===== config.mk =====
export PLATFORM = sky130hd
export DESIGN_NAME = seq_demux_flat
export DESIGN_NICKNAME = d
export VERILOG_FILES = /design/src/rtl/seq_demux_if.sv /design/src/rtl/seq_demux.sv /design/src/flat_wrapper.sv
export SDC_FILE = /design/constraint.sdc
export NUM_CORES = 1
export LEC_CHECK = 0
export ABC_AREA = 1
export BUFFER_PORTS_ARGS = -buffer_cell sky130_fd_sc_hd__buf_2
export CAP_MARGIN = 20
export CORE_UTILIZATION = 56
export DETAILED_ROUTE_END_ITERATION = 8
export GPL_TIMING_DRIVEN = 0
export PLACE_DENSITY = 0.8
export SLEW_MARGIN = 20
export SYNTH_ARGS = -nofsm -noshare
export SYNTH_HDL_FRONTEND = slang
export SYNTH_SLANG_ARGS = --single-unit

===== constraint.sdc =====
create_clock -name clk_i -period 1.6 [get_ports clk_i]
set_input_delay 0.24 -clock clk_i [delete_from_list [all_inputs] [get_ports clk_i]]
set_output_delay 0.24 -clock clk_i [all_outputs]
set_load 0.005 [all_outputs]

===== src/rtl/seq_demux_if.sv =====
`default_nettype none
// ============================================================================
//  Module   : seq_demux_if
//  Brief    : Transaction, clear and channel-output bundle for seq_demux.
//             The master side issues routed writes and clear requests; the
//             slave side returns the channel registers and status flags.
//  Revision : 1.0  initial release
// ============================================================================
interface seq_demux_if #(
   parameter int DATA_WIDTH   = 8,
   parameter int OUTPUT_WIDTH = 8,
   parameter int SEL_WIDTH    = 3
);
   logic [DATA_WIDTH-1:0]   data_i;
   logic [SEL_WIDTH-1:0]    sel_i;
   logic                    mode_i;
   logic                    valid_i;
   logic                    ready_o;
   logic                    clear_i;
   logic [DATA_WIDTH-1:0]   data_o [OUTPUT_WIDTH];
   logic [OUTPUT_WIDTH-1:0] strobe_o;
   logic                    err_o;
   logic                    busy_o;

   modport master (
      output data_i, sel_i, mode_i, valid_i, clear_i,
      input  ready_o, data_o, strobe_o, err_o, busy_o
   );

   modport slave (
      input  data_i, sel_i, mode_i, valid_i, clear_i,
      output ready_o, data_o, strobe_o, err_o, busy_o
   );
endinterface
`default_nettype wire


===== src/rtl/seq_demux.sv =====
`default_nettype none
// ============================================================================
//  Module   : seq_demux
//  Brief    : Registered, handshaked channel demux for the trigger path.
//             Each accepted word lands in one channel register either as a
//             held value or as a fixed-length pulse; a clear sweep zeroes
//             the channels one per cycle.
//  Revision : 1.0  initial release
// ============================================================================
module seq_demux #(
   parameter int DATA_WIDTH   = 8,
   parameter int OUTPUT_WIDTH = 8,
   parameter int SEL_WIDTH    = 3,
   parameter int PULSE_CYCLES = 4
) (
   input  logic       clk_i,
   input  logic       rst_ni,
   seq_demux_if.slave bus
);
   localparam int c_cnt_w = $clog2(PULSE_CYCLES + 1);
   localparam int c_idx_w = $clog2(OUTPUT_WIDTH);
   localparam logic [c_cnt_w-1:0] c_pulse_load = c_cnt_w'(PULSE_CYCLES);
   localparam logic [c_cnt_w-1:0] c_cnt_one    = c_cnt_w'(1);
   localparam logic [c_idx_w-1:0] c_last_idx   = c_idx_w'(OUTPUT_WIDTH - 1);

   typedef enum logic [0:0] {
      ST_IDLE  = 1'b0,
      ST_CLEAR = 1'b1
   } state_t;

   state_t                  r_state;
   logic [c_idx_w-1:0]      r_idx;
   logic                    r_busy;
   logic                    r_err;
   logic [OUTPUT_WIDTH-1:0] r_strobe;
   logic [OUTPUT_WIDTH-1:0] w_hit;
   logic [OUTPUT_WIDTH-1:0] w_sweep;
   logic                    w_ready;
   logic                    w_accept;

   // A clear request blocks acceptance in the same cycle, so clear beats valid.
   assign w_ready  = (r_state == ST_IDLE) && !bus.clear_i;
   assign w_accept = bus.valid_i && w_ready;

   // One-hot enables: the channel addressed by an accepted write, and the
   // channel currently under the clear sweep. Out-of-range selects hit nothing.
   always_comb begin
      w_hit   = '0;
      w_sweep = '0;
      for (int k = 0; k < OUTPUT_WIDTH; k++) begin
         if (w_accept && (bus.sel_i == SEL_WIDTH'(k))) begin
            w_hit[k] = 1'b1;
         end
         if ((r_state == ST_CLEAR) && (r_idx == c_idx_w'(k))) begin
            w_sweep[k] = 1'b1;
         end
      end
   end

   // Control FSM: sweep sequencing plus the registered busy and error flags.
   always_ff @(posedge clk_i or negedge rst_ni) begin
      if (!rst_ni) begin
         r_state <= ST_IDLE;
         r_idx   <= '0;
         r_busy  <= 1'b0;
         r_err   <= 1'b0;
      end else begin
         r_err <= w_accept && (w_hit == '0);
         case (r_state)
            ST_IDLE: begin
               if (bus.clear_i) begin
                  r_state <= ST_CLEAR;
                  r_idx   <= '0;
                  r_busy  <= 1'b1;
               end
            end
            ST_CLEAR: begin
               // clear_i is not looked at here: a running sweep never restarts.
               if (r_idx == c_last_idx) begin
                  r_state <= ST_IDLE;
                  r_busy  <= 1'b0;
               end else begin
                  r_idx <= r_idx + 1'b1;
               end
            end
            default: begin
               r_state <= ST_IDLE;
               r_busy  <= 1'b0;
            end
         endcase
      end
   end

   // One-cycle write strobe for the addressed channel.
   always_ff @(posedge clk_i or negedge rst_ni) begin
      if (!rst_ni) begin
         r_strobe <= '0;
      end else begin
         r_strobe <= w_hit;
      end
   end

   generate
      for (genvar k = 0; k < OUTPUT_WIDTH; k++) begin : g_ch
         logic [DATA_WIDTH-1:0] r_data;
         logic [c_cnt_w-1:0]    r_cnt;

         // Channel register: sweep clear, then new write, then pulse countdown.
         always_ff @(posedge clk_i or negedge rst_ni) begin
            if (!rst_ni) begin
               r_data <= '0;
               r_cnt  <= '0;
            end else if (w_sweep[k]) begin
               r_data <= '0;
               r_cnt  <= '0;
            end else if (w_hit[k]) begin
               // A hold write zeroes the counter, cancelling any pending pulse;
               // a pulse write reloads it, which also covers retrigger.
               r_data <= bus.data_i;
               r_cnt  <= bus.mode_i ? c_pulse_load : '0;
            end else if (r_cnt != '0) begin
               r_cnt <= r_cnt - 1'b1;
               if (r_cnt == c_cnt_one) begin
                  r_data <= '0;
               end
            end
         end

         assign bus.data_o[k] = r_data;
      end
   endgenerate

   assign bus.ready_o  = w_ready;
   assign bus.strobe_o = r_strobe;
   assign bus.err_o    = r_err;
   assign bus.busy_o   = r_busy;
endmodule
`default_nettype wire


===== src/flat_wrapper.sv =====
// flat-port wrapper written by rule: the top's interface ports become plain ports
module seq_demux_flat 
#(
   parameter int DATA_WIDTH   = 8,
   parameter int OUTPUT_WIDTH = 8,
   parameter int SEL_WIDTH    = 3,
   parameter int PULSE_CYCLES = 4
)
  (clk_i, rst_ni, bus_data_i, bus_sel_i, bus_mode_i, bus_valid_i, bus_clear_i, bus_ready_o, bus_data_o, bus_strobe_o, bus_err_o, bus_busy_o);
  seq_demux_if #(.DATA_WIDTH(DATA_WIDTH), .OUTPUT_WIDTH(OUTPUT_WIDTH), .SEL_WIDTH(SEL_WIDTH)) bus_i ();
  input  logic clk_i;
  input  logic rst_ni;
  input wire logic [$bits(bus_i.data_i)-1:0] bus_data_i;
  input wire logic [$bits(bus_i.sel_i)-1:0] bus_sel_i;
  input wire logic [$bits(bus_i.mode_i)-1:0] bus_mode_i;
  input wire logic [$bits(bus_i.valid_i)-1:0] bus_valid_i;
  input wire logic [$bits(bus_i.clear_i)-1:0] bus_clear_i;
  output wire logic [$bits(bus_i.ready_o)-1:0] bus_ready_o;
  output wire logic [$bits(bus_i.data_o)-1:0] bus_data_o;
  output wire logic [$bits(bus_i.strobe_o)-1:0] bus_strobe_o;
  output wire logic [$bits(bus_i.err_o)-1:0] bus_err_o;
  output wire logic [$bits(bus_i.busy_o)-1:0] bus_busy_o;
  assign bus_i.data_i = bus_data_i;
  assign bus_i.sel_i = bus_sel_i;
  assign bus_i.mode_i = bus_mode_i;
  assign bus_i.valid_i = bus_valid_i;
  assign bus_i.clear_i = bus_clear_i;
  assign bus_ready_o = bus_i.ready_o;
  assign bus_data_o = {>>{bus_i.data_o}};
  assign bus_strobe_o = bus_i.strobe_o;
  assign bus_err_o = bus_i.err_o;
  assign bus_busy_o = bus_i.busy_o;
  seq_demux #(.DATA_WIDTH(DATA_WIDTH), .OUTPUT_WIDTH(OUTPUT_WIDTH), .SEL_WIDTH(SEL_WIDTH), .PULSE_CYCLES(PULSE_CYCLES)) u_core (.clk_i(clk_i), .rst_ni(rst_ni), .bus(bus_i));
endmodule

==> results.json, run 1 <==
{
  "dieHeight_um": 95.8,
  "drive_above_1_share": 0.221,
  "end_kind": "flop",
  "mostFrequentLayoutCells": "nand2_1 (154), dfrtp_1 (101), buf_2 (96)",
  "routedWlPerCell_um": 14.6,
  "cp_cell_sequence": "ha_1 > ha_1 > nand2_2 > nand3_2 > inv_1 > nand2_1 > nand2_1 > nor2_1",
  "slowest_stage": "dfrtp_1",
  "rows": 33,
  "global_route.usage.total": 0.268,
  "cts_tree": "done",
  "grt_use_met3": 0.0482,
  "finalSetupViolCount": 0,
  "avgViaCountPerCell": 5.28,
  "fin_area_mm2": 0.00579,
  "syn_to_final_growth_pct": 17.7,
  "busiest_layer": "met2",
  "root_buffer": "clkbuf_8",
  "drv_slew": 0,
  "yosysUniqueCellTypes": 24,
  "die_x_um": 95.8,
  "io_pins": 91,
  "cp-start-kind": "flop",
  "grt_max_degree": 56,
  "power.leakage_nw": 3.48,
  "synth-edff-count": 0,
  "tns_ns": 0,
  "layout_commonest_cell": "nand2_1",
  "diodes": 0,
  "synth_nets": 612,
  "yosys_register_bits": 102,
  "powerDensity_mw_per_mm2": 1530,
  "multi_input_area_mm2": 0.00204,
  "yosysSeqAreaShare": 0.518,
  "place_congestion": 0.799,
  "cpLargestDelayFamily": "simple AND/OR/NAND/NOR gates",
  "period_share": 0.941,
  "gr-total-overflow": 0,
  "drt_pass1_iterations": 5,
  "placed_area_mm2": 0.00554,
  "fin_nets": 715,
  "netlist_instances": 566,
  "route.vias.total": 4111,
  "cts_setup_buffers": 0,
  "core_mm2": 0.00838,
  "synth-async-reset-ratio": 1.00,
  "initial_core_util": 0.587,
  "skew_ns": 0.0111,
  "path_clk_slew_ns": 0.11,
  "crit_arrival_ns": 1.77,
  "use_met2": 0.438,
  "routed_wl_um": 11400,
  "numCtsBuffers": 9,
  "cap_violations": 0,
  "ys.flop_type": "dfrtp_1",
  "clock_latency_ns": 0.36,
  "required_ns": 1.86,
  "yosysWarnings": 0,
  "drcViolationCount": 0,
  "hold_viol": 0,
  "htreeDepth": 3,
  "antenna_found_initial": 0,
  "p_total_mw": 8.86,
  "first_iter_violations": 240,
  "clk_path_buf_depth": 2,
  "max_clock_freq_ghz": 0.664,
  "status": "finished, final reports clean",
  "critPathMaxFanout": 5,
  "seqCellArea_mm2": 0.00255,
  "grt_pass1_vias": 3918,
  "num-fill-cells": 657,
  "avgSynthCellArea_um2": 8.70,
  "min_path_type": "in -> reg",
  "synth_area_mm2": 0.00492,
  "grt_pass1_wl_um": 18600,
  "ir_drop_mv": 0.717,
  "clkSinkCount": 102,
  "fin_util": 0.691,
  "use_met1": 0.365,
  "dieArea_mm2": 0.00917,
  "dp_hpwl_um": 8410,
  "crit_type": "reg -> reg",
  "critPathMaxStageDelay_ns": 0.41,
  "postRouteAntennaNets": 0,
  "period_needed_ns": 1.51,
  "crit_buf_inv": 1,
  "port_buffers": 90
}
worst reg2reg max path: stages, from the launching register on:
cell and delay [ns]:
dfrtp_1 0.41, ha_1 0.23, ha_1 0.20, nand2_2 0.13, nand3_2 0.15, inv_1 0.14
nand2_1 0.06, nand2_1 0.05, nor2_1 0.05
final timing paths:
kind,from,to,slack (ns),cells after the start
min in group asynchronous,rst_ni,u_core.g_ch[5].r_cnt[2],0.37,2
worst max-delay path,u_core.r_idx[0],u_core.g_ch[3].r_cnt[2],0.09,8
max in group asynchronous,rst_ni,u_core.g_ch[7].r_cnt[0],0.59,3
worst max register to register,u_core.r_idx[0],u_core.g_ch[3].r_cnt[2],0.09,8
worst min-delay path,bus_data_i[6],u_core.g_ch[4].r_data[6],0.15,3
worst min register to register,u_core.g_ch[6].r_cnt[1],u_core.g_ch[6].r_cnt[1],0.49,2
metrics by stage:
stage          setup WS [ns]  std cells  hold WS [ns]
6_report              0.0939        779         0.153
5_1_grt            -0.000924        779         0.157
4_1_cts              0.00968        779         0.143
3_5_place_dp          -0.160        762         0.214
3_3_place_gp          -0.780        761         0.451
2_1_floorplan          0.138        566       -0.0556
power breakdown:
group,internal (mW),switching [mW],total (mW)
logic,1.43,2.30,3.73
clock network,0.638,0.940,1.58
registers,3.15,0.399,3.55
layout make-up:
type	instances	area share
Multi-Input combinational cell	376	0.352
Clock buffer	10	0.0238
Clock inverter	6	0.00885
Sequential cell	102	0.441
Tap cell	105	0.0227
Inverter	74	0.0479
Buffer	14	0.0184
Timing Repair Buffer	92	0.0853
flip-flops by register name, summed over array words and instances, names as in the netlist:
register and cells:
u_core.bus.err_o 1, u_core.bus.strobe_o 8, u_core.g_ch.r_data 64, u_core.bus.busy_o 1, u_core.g_ch.r_cnt 24, u_core.r_idx 3
u_core.r_state 1
timing repair:
item	4_1_cts	5_1_grt
gates resized for setup	5	11
setup endpoints to repair	17	29
hold buffers	1	0
pin swaps	2	1
endpoints found under the hold margin	47	0
cells in the mapped netlist, types with 7 or more instances:
cell | count | area [um2]
o21ai_0 | 18 | 90.1
nor2_1 | 24 | 90.1
xnor2_1 | 8 | 70.1
nand4_1 | 16 | 100
buf_2 | 7 | 35.0
o21ai_1 | 18 | 90.1
nand2_1 | 158 | 593
inv_2 | 7 | 26.3
dfrtp_1 | 102 | 2550
inv_1 | 67 | 251
ha_1 | 30 | 375
nand3_1 | 87 | 435
kinds of logic after synthesis:
logic type / count (synthesis) / share of synthesized area
buf+inv: 88 / 0.0780
simple gates: 300 / 0.274
other cells: 1 / 0.000762
xor+xnor: 8 / 0.0142
flops: 102 / 0.518
compound gates: 37 / 0.0379
fa+ha+maj: 30 / 0.0762
per-layer routing:
layer,up-vias,part of all wire
li1,2010,-
met1,1964,0.44
met4,0,0.013
met2,124,0.49
met5,-,0
met3,13,0.054
Note: power is estimated with default switching activity, not from simulation.
==> run 2: changes to the inputs <==
--- a/config.mk
+++ b/config.mk
@@ -8,10 +8,11 @@
 export ABC_AREA = 1
 export BUFFER_PORTS_ARGS = -buffer_cell sky130_fd_sc_hd__buf_2
 export CAP_MARGIN = 20
-export CORE_UTILIZATION = 56
+export CORE_UTILIZATION = 58
+export CTS_BUF_LIST = sky130_fd_sc_hd__clkbuf_4 sky130_fd_sc_hd__clkbuf_8
 export DETAILED_ROUTE_END_ITERATION = 8
 export GPL_TIMING_DRIVEN = 0
-export PLACE_DENSITY = 0.8
+export PLACE_DENSITY = 0.87
 export SLEW_MARGIN = 20
 export SYNTH_ARGS = -nofsm -noshare
 export SYNTH_HDL_FRONTEND = slang
==> results.json, run 2 (same netlist as run 1, synthesis figures left out) <==
{
  "pwr-share-clk": 0.176,
  "hold_viol": 0,
  "sw_frac_of_total": 0.420,
  "path_clk_slew_ns": 0.10,
  "p_int_mw": 5.18,
  "drt_pass1_iterations": 4,
  "period_share": 0.939,
  "period_needed_ns": 1.50,
  "crit_start": "u_core.r_idx[0]",
  "powerDensity_mw_per_mm2": 1540,
  "rows": 33,
  "cts_setup_buffers": 0,
  "cts_tree": "done",
  "die_x_um": 94.1,
  "crit_arrival_ns": 1.78,
  "clkSinkCount": 102,
  "drive_above_1_share": 0.218,
  "regMostFlops": "u_core.g_ch.r_data",
  "avgViaCountPerCell": 5.54,
  "numCtsBuffers": 9,
  "cpLargestDelayFamily": "adder cells",
  "cap_violations": 0,
  "clock_latency_ns": 0.37,
  "drcViolationCount": 0,
  "dp_hpwl_um": 8450,
  "status": "finished, final reports clean",
  "routedWlPerCell_um": 15.4,
  "gr-total-overflow": 0,
  "largest_reg_flops": 64,
  "crit_type": "reg -> reg",
  "stdcell_count": 779,
  "fin_nets": 715,
  "port_buffers": 90,
  "min_path_type": "in -> reg",
  "core_mm2": 0.00822,
  "antenna_found_initial": 0,
  "cp_cell_sequence": "ha_1 > ha_1 > nand2_4 > nand3_2 > inv_1 > nand2_1 > nand2_1 > nor2_1",
  "p_total_mw": 8.93,
  "htreeDepth": 3,
  "power.leakage_nw": 3.48,
  "place_congestion": 0.884,
  "drv_slew": 0,
  "crit_buf_inv": 1,
  "dieArea_mm2": 0.00886,
  "ir_drop_mv": 0.755,
  "cp-start-kind": "flop",
  "reg2reg_slack_ns": 0.1,
  "route.vias.total": 4314,
  "placedCellCount": 762,
  "routed_wl_um": 12000,
  "grt_pass1_vias": 4102,
  "io_pins": 91,
  "first_iter_violations": 380,
  "mostFrequentLayoutCells": "nand2_1 (154), dfrtp_1 (102), buf_2 (96)",
  "root_buffer": "clkbuf_8",
  "initial_core_util": 0.599,
  "max_clock_freq_ghz": 0.666,
  "grt_pass1_wl_um": 19400,
  "global_route.usage.total": 0.289,
  "end_kind": "flop",
  "switching_power_mw": 3.75,
  "clk_path_buf_depth": 2,
  "finalSetupViolCount": 0,
  "min_from": "bus_data_i[6]",
  "pwr-share-comb": 0.426,
  "syn_to_final_growth_pct": 17.5,
  "layout_commonest_cell": "nand2_1",
  "critPathMaxStageDelay_ns": 0.41,
  "critPathMaxFanout": 6,
  "dieHeight_um": 94.1,
  "diodes": 0,
  "pwr-share-seq": 0.398,
  "grt_max_degree": 79,
  "skew_ns": 0.0115,
  "worstReg2RegStart": "u_core.r_idx[0]",
  "slowest_stage": "dfrtp_1",
  "required_ns": 1.87,
  "postRouteAntennaNets": 0,
  "rsz0062_at_grt": "no",
  "timing.hold.ws_ns": 0.154
}
## run 2: tightest hold or removal path, delay by kind of cell
kind                   cells  cell delay (ns)
AND/OR/NAND/NOR            2             0.11
buffers and inverters      1             0.14
## run 2: per-stage QoR
step / setup slack, ns / TNS, ns / utilization / instance area, um2
6_report: 0.0981 / 0 / 0.704 / 5790
5_1_grt: 0.00470 / 0 / 0.704 / 5790
4_1_cts: 0.0143 / 0 / 0.699 / 5740
3_5_place_dp: -0.104 / -0.808 / 0.674 / 5540
3_3_place_gp: -0.753 / -76.48 / 0.670 / 5510
2_1_floorplan: 0.138 / 0 / - / 4920
## run 2: layout make-up
class / count / area [um2]
clock inverters: 7 / 63.8
clock buffers: 9 / 124
fillers: 618 / 2430
repair buffers: 92 / 494
flip-flops and latches: 102 / 2550
multi-input cells: 376 / 2040
inverters: 74 / 278
plain buffers: 14 / 106
well taps: 105 / 131
## run 2: what timing repair did
action                                 CTS  global route
resized for setup                        3            11
setup endpoints to repair               17            36
endpoints found under the hold margin   24             0
pin swaps                                0             2
hold buffers                             1             0
## run 2: worst paths after layout
check                      cells after the start                        to
min in group asynchronous                      2  u_core.g_ch[6].r_data[5]
min                                            3  u_core.g_ch[4].r_data[6]
max                                            8   u_core.g_ch[7].r_cnt[2]
max in group asynchronous                      3  u_core.g_ch[7].r_data[0]
min reg2reg                                    2  u_core.g_ch[5].r_data[0]
max reg2reg                                    8   u_core.g_ch[7].r_cnt[2]
## run 2: power groups by stage
stage | logic (mW) | clock network [mW] | registers (mW)
2_1_floorplan | 2.61 | 0 | 3.52
3_3_place_gp | 3.32 | 0 | 3.55
3_5_place_dp | 3.58 | 0 | 3.58
4_1_cts | 3.65 | 1.58 | 3.53
5_1_grt | 4.31 | 1.66 | 3.61
6_report | 3.80 | 1.57 | 3.55
## run 2: layer usage
layer,GRT usage,vias up,part of all wire
met5,0,-,0
met4,0.113,0,0.016
met3,0.0372,18,0.070
met2,0.481,214,0.49
met1,0.386,2073,0.42
li1,-,2009,-
==> run 3: changes to the inputs <==
==> constraint.sdc (replaced) <==
create_clock -name clk_i -period 1.4 [get_ports clk_i]
set_input_delay 0.21 -clock clk_i [delete_from_list [all_inputs] [get_ports clk_i]]
set_output_delay 0.21 -clock clk_i [all_outputs]
set_load 0.005 [all_outputs]
==> results.json, run 3 (same netlist as run 1, synthesis figures left out) <==
{
  "violations": "negative setup slack",
  "drcViolationCount": 0,
  "layout_setup_ws_ns": -0.102,
  "place_congestion": 0.873,
  "clkSinkCount": 102,
  "finalSetupViolCount": 56,
  "timing.hold.ws_ns": 0.131,
  "dieHeight_um": 94.1,
  "drive_above_1_share": 0.371,
  "io_pins": 91,
  "fin_area_mm2": 0.00663,
  "cap_violations": 0,
  "grt_max_degree": 85,
  "cp_cell_sequence": "inv_2 > nand2_4 > nor2_8 > buf_12 > nand2_8 > clkbuf_16 > nand3_2 > nand2_1",
  "pwr-share-seq": 0.339,
  "dp_worst_setup_slack_ns": -0.263,
  "cts_tree": "done",
  "powerDensity_mw_per_mm2": 1850,
  "rows": 33,
  "slew_headroom": 0.654,
  "min_path_type": "in -> reg",
  "reg2reg_slack_ns": -0.10,
  "routed_wl_um": 15000,
  "placed_area_mm2": 0.00555,
  "multi_input_area_mm2": 0.00253,
  "dieArea_mm2": 0.00886,
  "period_share": 1.07,
  "holdPathEnd": "u_core.g_ch[0].r_data[5]",
  "skew_ns": 0.00716,
  "critPathMaxFanout": 7,
  "min_from": "bus_data_i[5]",
  "drt_pass1_iterations": 5,
  "root_buffer": "clkbuf_8",
  "path_clk_slew_ns": 0.10,
  "postRouteAntennaNets": 0,
  "required_ns": 1.65,
  "avgViaCountPerCell": 5.82,
  "drv_slew": 0,
  "hold_viol": 0,
  "pwr-share-clk": 0.186,
  "grt_pass1_wl_um": 20700,
  "syn_to_final_growth_pct": 34.7,
  "route.vias.total": 4652,
  "critPathMaxStageDelay_ns": 0.45,
  "holdPathStages": 3,
  "crit_type": "reg -> reg",
  "switching_power_mw": 5.22,
  "fin_util": 0.807,
  "diodes": 0,
  "p_total_mw": 12.3,
  "htreeDepth": 3,
  "mostFrequentLayoutCells": "nand2_1 (141), dfrtp_1 (98), buf_2 (91)",
  "die_x_um": 94.1,
  "gr-total-overflow": 0,
  "routedWlPerCell_um": 18.7,
  "core_mm2": 0.00822,
  "worst_r2r_endpoint": "u_core.g_ch[2].r_data[3]",
  "layout_commonest_cell": "nand2_1",
  "num-fill-cells": 448,
  "status": "finished with violations",
  "sw_frac_of_total": 0.426,
  "seqCellArea_mm2": 0.00256,
  "initial_core_util": 0.599,
  "pwr-share-comb": 0.475,
  "regMostFlops": "u_core.g_ch.r_data",
  "max_clock_freq_ghz": 0.666,
  "grt_pass1_vias": 4232,
  "r2r_cells": 8,
  "dp_hpwl_um": 8660,
  "stdcell_count": 800,
  "ir_drop_mv": 1.02,
  "tns_ns": -1.94,
  "numCtsBuffers": 9,
  "clock_latency_ns": 0.37,
  "slowest_stage": "dfrtp_2",
  "clk_path_buf_depth": 2,
  "fin_nets": 736,
  "worstReg2RegStart": "u_core.r_state",
  "end_kind": "flop",
  "largest_reg_flops": 64,
  "port_buffers": 90,
  "power.leakage_nw": 3.68,
  "period_needed_ns": 1.50,
  "first_iter_violations": 363,
  "p_int_mw": 7.04,
  "global_route.usage.total": 0.308,
  "cp-start-kind": "flop",
  "cpLargestDelayFamily": "simple AND/OR/NAND/NOR gates",
  "crit_arrival_ns": 1.76,
  "tightest_slew_ns": 0.516,
  "placedCellCount": 762,
  "crit_buf_inv": 3,
  "antenna_found_initial": 0,
  "rsz0062_at_grt": "yes"
}
==> run 3: cell types whose count changed in the layout (fill, tap and decap cells not counted), sizes merged <==
cell,delta
bufinv,+3
clkinvlp,-1
clkbuf,+3
buf,+18
clkinv,-2
==> run 3: how the worst max path moves through the flow <==
stage | startpoint | end | cells past startpoint
floorplan | u_core.r_idx[0] | u_core.g_ch[7].r_cnt[2] | 8
finish | u_core.r_state | u_core.g_ch[2].r_data[3] | 8
global placement | rst_ni | u_core.g_ch[0].r_data[5] | 1
CTS | u_core.r_state | u_core.g_ch[4].r_cnt[1] | 8
global route | u_core.r_state | u_core.g_ch[2].r_cnt[1] | 8
detailed placement | u_core.r_idx[0] | u_core.g_ch[7].r_cnt[2] | 8
==> run 3: layout make-up <==
type / instances / share of cell area
flip-flops and latches: 102 / 0.386
inverters: 74 / 0.0441
multi-input cells: 376 / 0.381
repair buffers: 113 / 0.110
plain buffers: 14 / 0.0221
well taps: 105 / 0.0198
clock buffers: 9 / 0.0187
clock inverters: 7 / 0.0189
==> run 3: repair_timing <==
item | CTS | global route
endpoints found under the hold margin | 18 | 0
gates cloned | 1 | 3
setup buffers | 5 | 12
hold buffers | 1 | 0
pin swaps | 5 | 19
setup endpoints to repair | 52 | 90
resized for setup | 36 | 118
==> run 3: metal layers <==
metal,GRT usage,part of all wire
met1,0.371,0.36
met2,0.535,0.53
met3,0.0704,0.069
met4,0.118,0.046
met5,0,0
==> run 3: tightest hold or removal path: stages <==
cell and delay, ns:
buf_2 0.14, nand2_1 0.08, nand2_1 0.05
==> run 3: power groups by stage <==
stage          logic, mW  registers, mW  clock network [mW]
2_1_floorplan       3.01           4.03                   0
3_3_place_gp        3.83           4.05                   0
3_5_place_dp        4.16           4.09                   0
4_1_cts             4.52           4.07                2.31
5_1_grt             6.40           4.21                2.43
6_report            5.82           4.16                2.28
